$ cat src/rtl/median_sched_if.sv
`default_nettype none
// ============================================================================
//  Module      : median_sched_if
//  Description : Bundle of the sample, median-unit and result signals used by
//                median_sched.
//                slave  - the scheduler (median_sched)
//                master - the surroundings: sample sources, the external
//                         combinational median unit and the result sink
//  Signals     : in_valid_x/in_data_x/in_ready_x  per-channel sample handshake
//                med_vec/med_out                   median unit operands/result
//                out_valid/out_data/out_ch/out_ready  result handshake
//  Revision    : 1.0  initial release
// ============================================================================
interface median_sched_if #(
    parameter int DATA_W = 6,
    parameter int FRAME  = 5
);
    logic                       in_valid_a;
    logic [DATA_W-1:0]          in_data_a;
    logic                       in_ready_a;
    logic                       in_valid_b;
    logic [DATA_W-1:0]          in_data_b;
    logic                       in_ready_b;
    logic [DATA_W*FRAME-1:0]    med_vec;
    logic [DATA_W-1:0]          med_out;
    logic                       out_valid;
    logic [DATA_W-1:0]          out_data;
    logic                       out_ch;
    logic                       out_ready;

    modport master (
        output in_valid_a, in_data_a, in_valid_b, in_data_b,
        input  in_ready_a, in_ready_b,
        input  med_vec,
        output med_out,
        input  out_valid, out_data, out_ch,
        output out_ready
    );

    modport slave (
        input  in_valid_a, in_data_a, in_valid_b, in_data_b,
        output in_ready_a, in_ready_b,
        output med_vec,
        input  med_out,
        output out_valid, out_data, out_ch,
        input  out_ready
    );
endinterface
`default_nettype wire

$ cat src/rtl/median_sched.sv
`default_nettype none
// ============================================================================
//  Module      : median_sched
//  Description : Round-robin scheduler sharing one external combinational
//                5-input median unit between two sample streams (A=0, B=1).
//                Each channel collects a 5-sample frame; a full frame requests
//                the median unit, the granted frame is driven on med_vec and
//                the unit's answer is registered onto a valid/ready output.
//  Ports       : clk        rising-edge clock
//                rst        asynchronous active-high reset
//                bus        median_sched_if.slave (sample inputs, median unit
//                           operand/result, result output handshake)
//  Revision    : 1.0  initial release
// ============================================================================
module median_sched #(
    parameter int DATA_W = 6,
    parameter int FRAME  = 5
) (
    input  logic            clk,
    input  logic            rst,
    median_sched_if.slave   bus
);

    // Collector FSM encoding
    localparam logic [0:0] c_ST_COLLECT = 1'b0;
    localparam logic [0:0] c_ST_FULL    = 1'b1;

    localparam logic [2:0] c_CNT_FULL   = 3'(FRAME);
    localparam logic [2:0] c_CNT_LAST   = 3'(FRAME - 1);

    // ------------------------------------------------------------------
    // Channel-indexed views of the two input streams
    // ------------------------------------------------------------------
    logic [1:0]         w_in_valid;
    logic [DATA_W-1:0]  w_in_data [2];

    assign w_in_valid   = {bus.in_valid_b, bus.in_valid_a};
    assign w_in_data[0] = bus.in_data_a;
    assign w_in_data[1] = bus.in_data_b;

    // ------------------------------------------------------------------
    // Collector state
    // ------------------------------------------------------------------
    logic [2:0]         r_cnt   [2];
    logic [0:0]         r_state [2];
    logic [DATA_W-1:0]  r_slot  [2][FRAME];

    logic [1:0]         w_ready;
    logic [1:0]         w_acc;
    logic [1:0]         w_req;
    logic [1:0]         w_gnt;

    // ------------------------------------------------------------------
    // Output stage state
    // ------------------------------------------------------------------
    logic               r_out_valid;
    logic [DATA_W-1:0]  r_out_data;
    logic               r_out_ch;
    logic               r_last_grant;

    logic               w_free;
    logic               w_sel;

    // ------------------------------------------------------------------
    // Per-channel handshake and request
    // ------------------------------------------------------------------
    generate
        for (genvar c = 0; c < 2; c++) begin : g_ch
            assign w_ready[c] = (r_cnt[c] != c_CNT_FULL);
            assign w_acc[c]   = w_in_valid[c] & w_ready[c];
            assign w_req[c]   = (r_state[c] == c_ST_FULL);
        end
    endgenerate

    assign bus.in_ready_a = w_ready[0];
    assign bus.in_ready_b = w_ready[1];

    // ------------------------------------------------------------------
    // Arbitration. The result slot is free when empty or being drained
    // this cycle, which lets a new result load back-to-back. On a
    // contest the channel that did not win last time is preferred.
    // ------------------------------------------------------------------
    assign w_free   = !r_out_valid | bus.out_ready;
    assign w_gnt[0] = w_free & w_req[0] & (!w_req[1] |  r_last_grant);
    assign w_gnt[1] = w_free & w_req[1] & (!w_req[0] | !r_last_grant);

    // Operand mux: channel B only when B is granted, otherwise channel A
    assign w_sel = w_gnt[1];

    generate
        for (genvar i = 0; i < FRAME; i++) begin : g_med_op
            assign bus.med_vec[i*DATA_W +: DATA_W] = r_slot[w_sel][i];
        end
    endgenerate

    // ------------------------------------------------------------------
    // Collector count and FSM. Grants happen only in FULL and accepts
    // only in COLLECT (in_ready is low while the count sits at FRAME),
    // so the two branches never compete within a channel.
    // ------------------------------------------------------------------
    always_ff @(posedge clk or posedge rst) begin
        if (rst) begin
            for (int c = 0; c < 2; c++) begin
                r_cnt[c]   <= 3'd0;
                r_state[c] <= c_ST_COLLECT;
            end
        end else begin
            for (int c = 0; c < 2; c++) begin
                case (r_state[c])
                    c_ST_COLLECT: begin
                        if (w_acc[c]) begin
                            r_cnt[c] <= r_cnt[c] + 3'd1;
                            if (r_cnt[c] == c_CNT_LAST) begin
                                r_state[c] <= c_ST_FULL;
                            end
                        end
                    end
                    c_ST_FULL: begin
                        if (w_gnt[c]) begin
                            r_cnt[c]   <= 3'd0;
                            r_state[c] <= c_ST_COLLECT;
                        end
                    end
                    default: begin
                        r_cnt[c]   <= 3'd0;
                        r_state[c] <= c_ST_COLLECT;
                    end
                endcase
            end
        end
    end

    // ------------------------------------------------------------------
    // Sample storage. Slots need no reset: a frame is only consumed once
    // all of its slots have been written since the count was cleared.
    // ------------------------------------------------------------------
    always_ff @(posedge clk) begin
        for (int c = 0; c < 2; c++) begin
            for (int s = 0; s < FRAME; s++) begin
                if (w_acc[c] && (r_cnt[c] == 3'(s))) begin
                    r_slot[c][s] <= w_in_data[c];
                end
            end
        end
    end

    // ------------------------------------------------------------------
    // Result register. last_grant resets to B so that A wins the first
    // contest.
    // ------------------------------------------------------------------
    always_ff @(posedge clk or posedge rst) begin
        if (rst) begin
            r_out_valid  <= 1'b0;
            r_out_data   <= '0;
            r_out_ch     <= 1'b0;
            r_last_grant <= 1'b1;
        end else begin
            if (w_gnt[0] | w_gnt[1]) begin
                r_out_valid  <= 1'b1;
                r_out_data   <= bus.med_out;
                r_out_ch     <= w_gnt[1];
                r_last_grant <= w_gnt[1];
            end else if (r_out_valid & bus.out_ready) begin
                r_out_valid  <= 1'b0;
            end
        end
    end

    assign bus.out_valid = r_out_valid;
    assign bus.out_data  = r_out_data;
    assign bus.out_ch    = r_out_ch;

endmodule
`default_nettype wire

$ cat src/flat_wrapper.sv
// flat-port wrapper written by rule: the top's interface ports become plain ports
module median_sched_flat 
#(
    parameter int DATA_W = 6,
    parameter int FRAME  = 5
)
  (clk, rst, bus_in_valid_a, bus_in_data_a, bus_in_valid_b, bus_in_data_b, bus_in_ready_a, bus_in_ready_b, bus_med_vec, bus_med_out, bus_out_valid, bus_out_data, bus_out_ch, bus_out_ready);
  median_sched_if #(.DATA_W(DATA_W), .FRAME(FRAME)) bus_i ();
  input  logic clk;
  input  logic rst;
  input wire logic [$bits(bus_i.in_valid_a)-1:0] bus_in_valid_a;
  input wire logic [$bits(bus_i.in_data_a)-1:0] bus_in_data_a;
  input wire logic [$bits(bus_i.in_valid_b)-1:0] bus_in_valid_b;
  input wire logic [$bits(bus_i.in_data_b)-1:0] bus_in_data_b;
  output wire logic [$bits(bus_i.in_ready_a)-1:0] bus_in_ready_a;
  output wire logic [$bits(bus_i.in_ready_b)-1:0] bus_in_ready_b;
  output wire logic [$bits(bus_i.med_vec)-1:0] bus_med_vec;
  input wire logic [$bits(bus_i.med_out)-1:0] bus_med_out;
  output wire logic [$bits(bus_i.out_valid)-1:0] bus_out_valid;
  output wire logic [$bits(bus_i.out_data)-1:0] bus_out_data;
  output wire logic [$bits(bus_i.out_ch)-1:0] bus_out_ch;
  input wire logic [$bits(bus_i.out_ready)-1:0] bus_out_ready;
  assign bus_i.in_valid_a = bus_in_valid_a;
  assign bus_i.in_data_a = bus_in_data_a;
  assign bus_i.in_valid_b = bus_in_valid_b;
  assign bus_i.in_data_b = bus_in_data_b;
  assign bus_in_ready_a = bus_i.in_ready_a;
  assign bus_in_ready_b = bus_i.in_ready_b;
  assign bus_med_vec = bus_i.med_vec;
  assign bus_i.med_out = bus_med_out;
  assign bus_out_valid = bus_i.out_valid;
  assign bus_out_data = bus_i.out_data;
  assign bus_out_ch = bus_i.out_ch;
  assign bus_i.out_ready = bus_out_ready;
  median_sched #(.DATA_W(DATA_W), .FRAME(FRAME)) u_core (.clk(clk), .rst(rst), .bus(bus_i));
endmodule
$ cat config.mk
export PLATFORM = sky130hd
export DESIGN_NAME = median_sched_flat
export DESIGN_NICKNAME = d
export VERILOG_FILES = /design/src/rtl/median_sched_if.sv /design/src/rtl/median_sched.sv /design/src/flat_wrapper.sv
export SDC_FILE = /design/constraint.sdc
export NUM_CORES = 1
export LEC_CHECK = 0
export CAP_MARGIN = 20
export CORE_MARGIN = 1
export CORE_UTILIZATION = 35
export CTS_CLUSTER_DIAMETER = 50
export DETAILED_ROUTE_END_ITERATION = 10
export PLACE_DENSITY_LB_ADDON = 0.08
export SLEW_MARGIN = 10
export SYNTH_ARGS = -nofsm -noshare
export SYNTH_HDL_FRONTEND = slang
export SYNTH_SLANG_ARGS = --single-unit
export TNS_END_PERCENT = 20
$ cat constraint.sdc
create_clock -name clk -period 3.6 [get_ports clk]
set_input_delay 0.72 -clock clk [delete_from_list [all_inputs] [get_ports clk]]
set_output_delay 0.72 -clock clk [all_outputs]
set_load 0.02 [all_outputs]
==> results of run 1 <==
-- critical path: stages --
cell and delay (ps):
clkdlybuf4s50_1 450, nand2b_4 150, nand3_4 190, buf_12 250, mux2_4 310, clkdlybuf4s50_1 540
-- stage by stage --
step / utilization / instance area, um^2
final: 0.4736 / 4190
after global routing: 0.4736 / 4190
after CTS: 0.4736 / 4190
after detailed placement: 0.4519 / 3999
after global placement: 0.4519 / 3999
after floorplan: - / 3247
-- layer usage --
layer | vias to the layer above | part of all wire | wire length [um] | GRT usage
li1 | 821 | - | - | -
met1 | 811 | 0.47 | 2861 | 0.1858
met2 | 51 | 0.47 | 2879 | 0.2080
met3 | 10 | 0.049 | 298 | 0.02935
met4 | 0 | 0.016 | 98 | 0.06544
met5 | - | 0 | 0 | 0
-- power breakdown --
part	internal, W	switching, W
combinational	0.000617	0.000576
sequential	0.00117	0.000119
clock	0.000319	0.000313
total	0.00211	0.00101
-- layout make-up --
type	instances	area, um^2	share of cell area
flip-flops and latches	77	2228	0.5318
multi-input cells	94	944.7	0.2254
clock inverters	6	63.81	0.01523
inverters	8	30.03	0.007166
repair buffers	64	660.6	0.1577
well taps	108	135.1	0.03225
clock buffers	10	127.6	0.03046
-- kinds of logic (layout without fill, tap and decap cells) --
group,after synthesis,after routing
AO/OA/AOI/OAI,18,18
flip-flops,77,77
adder cells (fa/ha/maj),10,10
multiplexers,36,36
AND/OR/NAND/NOR,30,30
buffers and inverters,13,88
-- cell usage after synthesis, drive strengths merged, types with 2 or more instances --
| master | instances | area, um^2 |
|---|---|---|
| buf | 5 | 43.79 |
| and2 | 6 | 37.54 |
| o21ai | 9 | 45.04 |
| mux2 | 36 | 514.3 |
| nand2b | 2 | 20.02 |
| o2bb2ai | 2 | 17.52 |
| and4b | 2 | 20.02 |
| edfxtp | 60 | 1802 |
| nand2 | 4 | 15.01 |
| and3 | 4 | 25.02 |
| inv | 8 | 30.03 |
| dfrtp | 16 | 400.4 |
| a21bo | 2 | 20.02 |
| or3 | 2 | 12.51 |
| nor2 | 7 | 26.28 |
| nor2b | 2 | 12.51 |
| o32ai | 2 | 17.52 |
| ha | 10 | 125.1 |
-- sequential cells by signal (all words and copies together), names as in the netlist --
register,flops
u_core.r_cnt,6
u_core.bus.out_valid,1
u_core.r_state,2
u_core.r_last_grant,1
u_core.bus.out_ch,1
u_core.bus.out_data,6
u_core.r_slot,60
-- worst paths after layout --
check	endpoint	startpoint	cells past startpoint	slack (ps)
min reg2reg	u_core.bus.out_data[4]$_DFFE_PP0P_	u_core.bus.out_data[4]$_DFFE_PP0P_	1	510
min	u_core.bus.out_data[4]$_DFFE_PP0P_	u_core.bus.out_data[4]$_DFFE_PP0P_	1	510
max reg2reg	u_core.r_slot[0][4]$_DFFE_PP_	u_core.r_cnt[4]$_DFFE_PP0P_	3	1990
max in group asynchronous	u_core.r_state[0]$_DFF_PP0_	rst	2	2420
min in group asynchronous	u_core.bus.out_valid$_DFFE_PP0P_	rst	2	760
max	bus_med_vec[13]	bus_out_ready	6	260
==> results.json, run 1 <==
{
  "slew_headroom": 0.5639,
  "track_usage": 0.1363,
  "grt.overflow.total": 0,
  "min_period_ps": 3339,
  "fin_cells": 367,
  "postCtsSetupBuffers": 0,
  "postSynthCellCount": 184,
  "post-route-worst-setup-slack_ps": 260.7,
  "cts_tree": "built",
  "place_ws_ps": 242.6,
  "die_w_um": 98.32,
  "drt-total-wl_um": 6138,
  "postCtsHoldBufs": 0,
  "holdWs_ps": 514.7,
  "dp_hpwl_um": 4208,
  "period_share": 0.9276,
  "coreArea_um2": 8848,
  "antenna_cells": 0,
  "dieArea_um2": 9666,
  "mostFrequentLayoutCells": "clkdlybuf4s50_1 (62), edfxtp_1 (60), mux2_4 (29)",
  "areaGrowthSynthToFinish_pct": 29.06,
  "vias": 1693,
  "io_buffers": 62,
  "grt_setup_unrepaired": "false",
  "synth_adder_area_share": 0.03854,
  "start_util": 0.3669,
  "grt_pass1_wl_um": 9646,
  "first_global_vias": 1741,
  "yosys.area_share.simple": 0.05742,
  "drcViolationCount": 4,
  "start_kind": "input port",
  "root_buffer": "clkbuf_8",
  "status": "finished, violations left",
  "grt_max_degree": 18,
  "ys.warnings.count": 0,
  "drive_gt1_frac": 0.2201,
  "htreeDepth": 3,
  "hp-class": "flop to flop",
  "violations": "design-rule violations",
  "syn_avg_cell_area_um2": 17.65,
  "avgViaCountPerCell": 4.613,
  "synth.area.mux_share": 0.1584,
  "synth_compound_area_frac": 0.03661,
  "synth_cell_types": 26,
  "cts_made_buffers": 9,
  "ctsResizeCount": 0,
  "cts_buffer_depth": 2,
  "total_power_w": 0.003114,
  "dr.pass1.iters": 7,
  "final_nets": 287,
  "drv_cap": 0,
  "gp_congestion": 0.7171,
  "synth_edf_count": 60,
  "synth_fp_nets": 217,
  "async_flop_share": 0.2208,
  "ir_worst_vdd_mv": 0.2852,
  "cts_sinks": 77,
  "num_rows": 34,
  "drt-initial-drc-count": 51,
  "powerDensity_nw_per_um2": 743.1,
  "yosysSeqAreaShare": 0.6863,
  "finalSetupTns_ps": 0,
  "place_inst": 351,
  "synthFlopType": "edfxtp_1",
  "slew_viol_final": 0,
  "power_leakage_nw": 1.642,
  "ys_ff_latch": 77,
  "worstSetupPathType": "input port to output port",
  "setup_viol": 0,
  "hold_viol_final": 0,
  "layout_commonest_cell": "clkdlybuf4s50_1",
  "antenna_found_initial": 0,
  "arrival_ps": 2620,
  "netlist_area_um2": 3247,
  "synth_xor_xnor_area_share": 0,
  "synth_top_family_by_area": "multiplexers",
  "clk-insertion-delay-late_ps": 340,
  "fillers": 776,
  "fmax_mhz": 299.5,
  "die_height_um": 98.32,
  "ant_nets": 0,
  "clk_pin_slew_ps": 80,
  "end_kind": "output port",
  "required_ps": 2880,
  "skew_ps": 9.512,
  "wl_per_cell_um": 16.72,
  "crit_fanout": 15,
  "ios": 63,
  "worstMarginPinSlew_ps": 653.4
}
Note: power is estimated with default switching activity, not from simulation.
==> run 2, diff against run 1 <==
CORE_UTILIZATION = 43   (was 35)
CTS_CLUSTER_SIZE = 20   (was default)
==> run 2 against run 1 <==
Net effect:
- the flow now finishes without violations
- highest routed layer unchanged
- largest cell class unchanged
- sequential share of layout area grew 0.30 points
- first-iteration DRC count rose by 94%
- largest power group unchanged
- count of clock-buffer cells in the layout fell by 1
- maximum frequency grew 2.9%
- critical path depth stayed put
==> results.json, run 2 (synthesis results as in run 1) <==
{
  "areaGrowthSynthToFinish_pct": 28.32,
  "coreArea_um2": 7292,
  "dp_hpwl_um": 4013,
  "postCtsHoldBufs": 0,
  "drcViolationCount": 0,
  "place_inst": 341,
  "ant_nets": 0,
  "cts_sinks": 77,
  "setup_viol": 0,
  "wl_per_cell_um": 16.55,
  "slew_headroom": 0.5548,
  "worstMarginPinSlew_ps": 667.1,
  "slew_viol_final": 0,
  "grt_max_degree": 32,
  "largest_reg_flops": 60,
  "grt_pass1_wl_um": 9204,
  "cts_made_buffers": 9,
  "first_global_vias": 1764,
  "htreeDepth": 3,
  "grt_setup_unrepaired": "false",
  "drv_cap": 0,
  "start_util": 0.4453,
  "final_nets": 286,
  "dieArea_um2": 7902,
  "grt.overflow.total": 0,
  "clk-insertion-delay-late_ps": 340,
  "die_height_um": 88.90,
  "ios": 63,
  "clk_pin_slew_ps": 80,
  "antenna_cells": 0,
  "layout_commonest_cell": "clkdlybuf4s50_1",
  "cts_buffer_depth": 2,
  "dr.pass1.iters": 4,
  "ctsResizeCount": 0,
  "hp-class": "flop to flop",
  "total_power_w": 0.003099,
  "finalSetupTns_ps": 0,
  "regMostFlops": "u_core.r_slot",
  "fmax_mhz": 308.2,
  "worstSetupPathType": "input port to output port",
  "start_kind": "input port",
  "power_leakage_nw": 1.631,
  "num_rows": 31,
  "status": "completed",
  "ir_worst_vdd_mv": 0.5185,
  "crit_fanout": 31,
  "drt-total-wl_um": 5910,
  "end_kind": "output port",
  "hold_viol_final": 0,
  "avgViaCountPerCell": 4.835,
  "powerDensity_nw_per_um2": 743.7,
  "cts_tree": "built",
  "arrival_ps": 2520,
  "required_ps": 2880,
  "drive_gt1_frac": 0.2209,
  "root_buffer": "clkbuf_8",
  "postCtsSetupBuffers": 0,
  "drt-initial-drc-count": 99,
  "period_share": 0.9013,
  "io_buffers": 62,
  "skew_ps": 8.783,
  "fin_cells": 357,
  "mostFrequentLayoutCells": "clkdlybuf4s50_1 (62), edfxtp_1 (60), mux2_4 (29)",
  "antenna_found_initial": 0,
  "die_w_um": 88.90,
  "min_period_ps": 3245,
  "track_usage": 0.1671,
  "gp_congestion": 0.7491,
  "vias": 1726
}
==> run 2: changes by cell type in the layout (fill, tap and decap cells not counted), sizes merged <==
cell      change
buf           -1
clkbuf        -1
clkinvlp      +1
clkinv        -1
inv           +1
==> run 2: worst paths after layout <==
check / to / slack, ps / depth (start not counted) / startpoint
min in group asynchronous: u_core.r_cnt[1]$_DFFE_PP0P_ / 770 / 2 / rst
hold reg to reg: u_core.bus.out_data[1]$_DFFE_PP0P_ / 510 / 1 / u_core.bus.out_data[1]$_DFFE_PP0P_
setup / recovery: bus_med_vec[10] / 360 / 6 / bus_out_ready
setup reg to reg: u_core.r_slot[0][4]$_DFFE_PP_ / 1990 / 2 / u_core.r_cnt[3]$_DFFE_PP0P_
max in group asynchronous: u_core.bus.out_ch$_DFFE_PP0P_ / 2400 / 2 / rst
hold / removal: u_core.bus.out_data[1]$_DFFE_PP0P_ / 510 / 1 / u_core.bus.out_data[1]$_DFFE_PP0P_
==> run 2: per-stage QoR <==
step                worst slack [ps]  utilization  hold WS (ps)  area, um^2
finish                         355.3       0.5714         512.2        4167
CTS                            342.7       0.5714         523.9        4167
global placement               346.8       0.5441         490.5        3968
detailed placement             341.1       0.5441         494.0        3968
global route                   269.3       0.5714         545.5        4167
floorplan                       1389            -         508.3        3247
==> run 2: cell type report <==
type                       count  area [um^2]
clock buffer                   9        123.9
tap                           99        123.9
multi-input combinational     94        944.7
inverter                       8        30.03
timing repair buffer          63        640.6
fill                         590         3126
sequential                    77         2228
clock inverter                 7        75.07
==> run 2: report_power, final <==
group	internal, W	switching [W]	leakage, nW
Sequential	0.00117	0.000116	0.753
Combinational	0.000603	0.000570	0.785
Clock	0.000322	0.000319	0.0935
==> run 2: metal layers <==
metal | up-vias | global-route usage | part of all wire
li1 | 824 | - | -
met1 | 832 | 0.2270 | 0.46
met2 | 60 | 0.2524 | 0.46
met3 | 10 | 0.04155 | 0.063
met4 | 0 | 0.08358 | 0.016
met5 | - | 0 | 0
==> run 2: critical path, cell delays in order <==
cell and delay, ps:
clkdlybuf4s50_1 390, nand2b_4 170, nand3_4 90, buf_12 250, mux2_2 360, clkdlybuf4s50_1 530
==> run 3, diff against run 2 <==
CTS_CLUSTER_DIAMETER = default   (was 50)
SLEW_MARGIN = 20   (was 10)
==> results of run 3 <==
Final layout, timing and power as in run 2 (identical DEF).
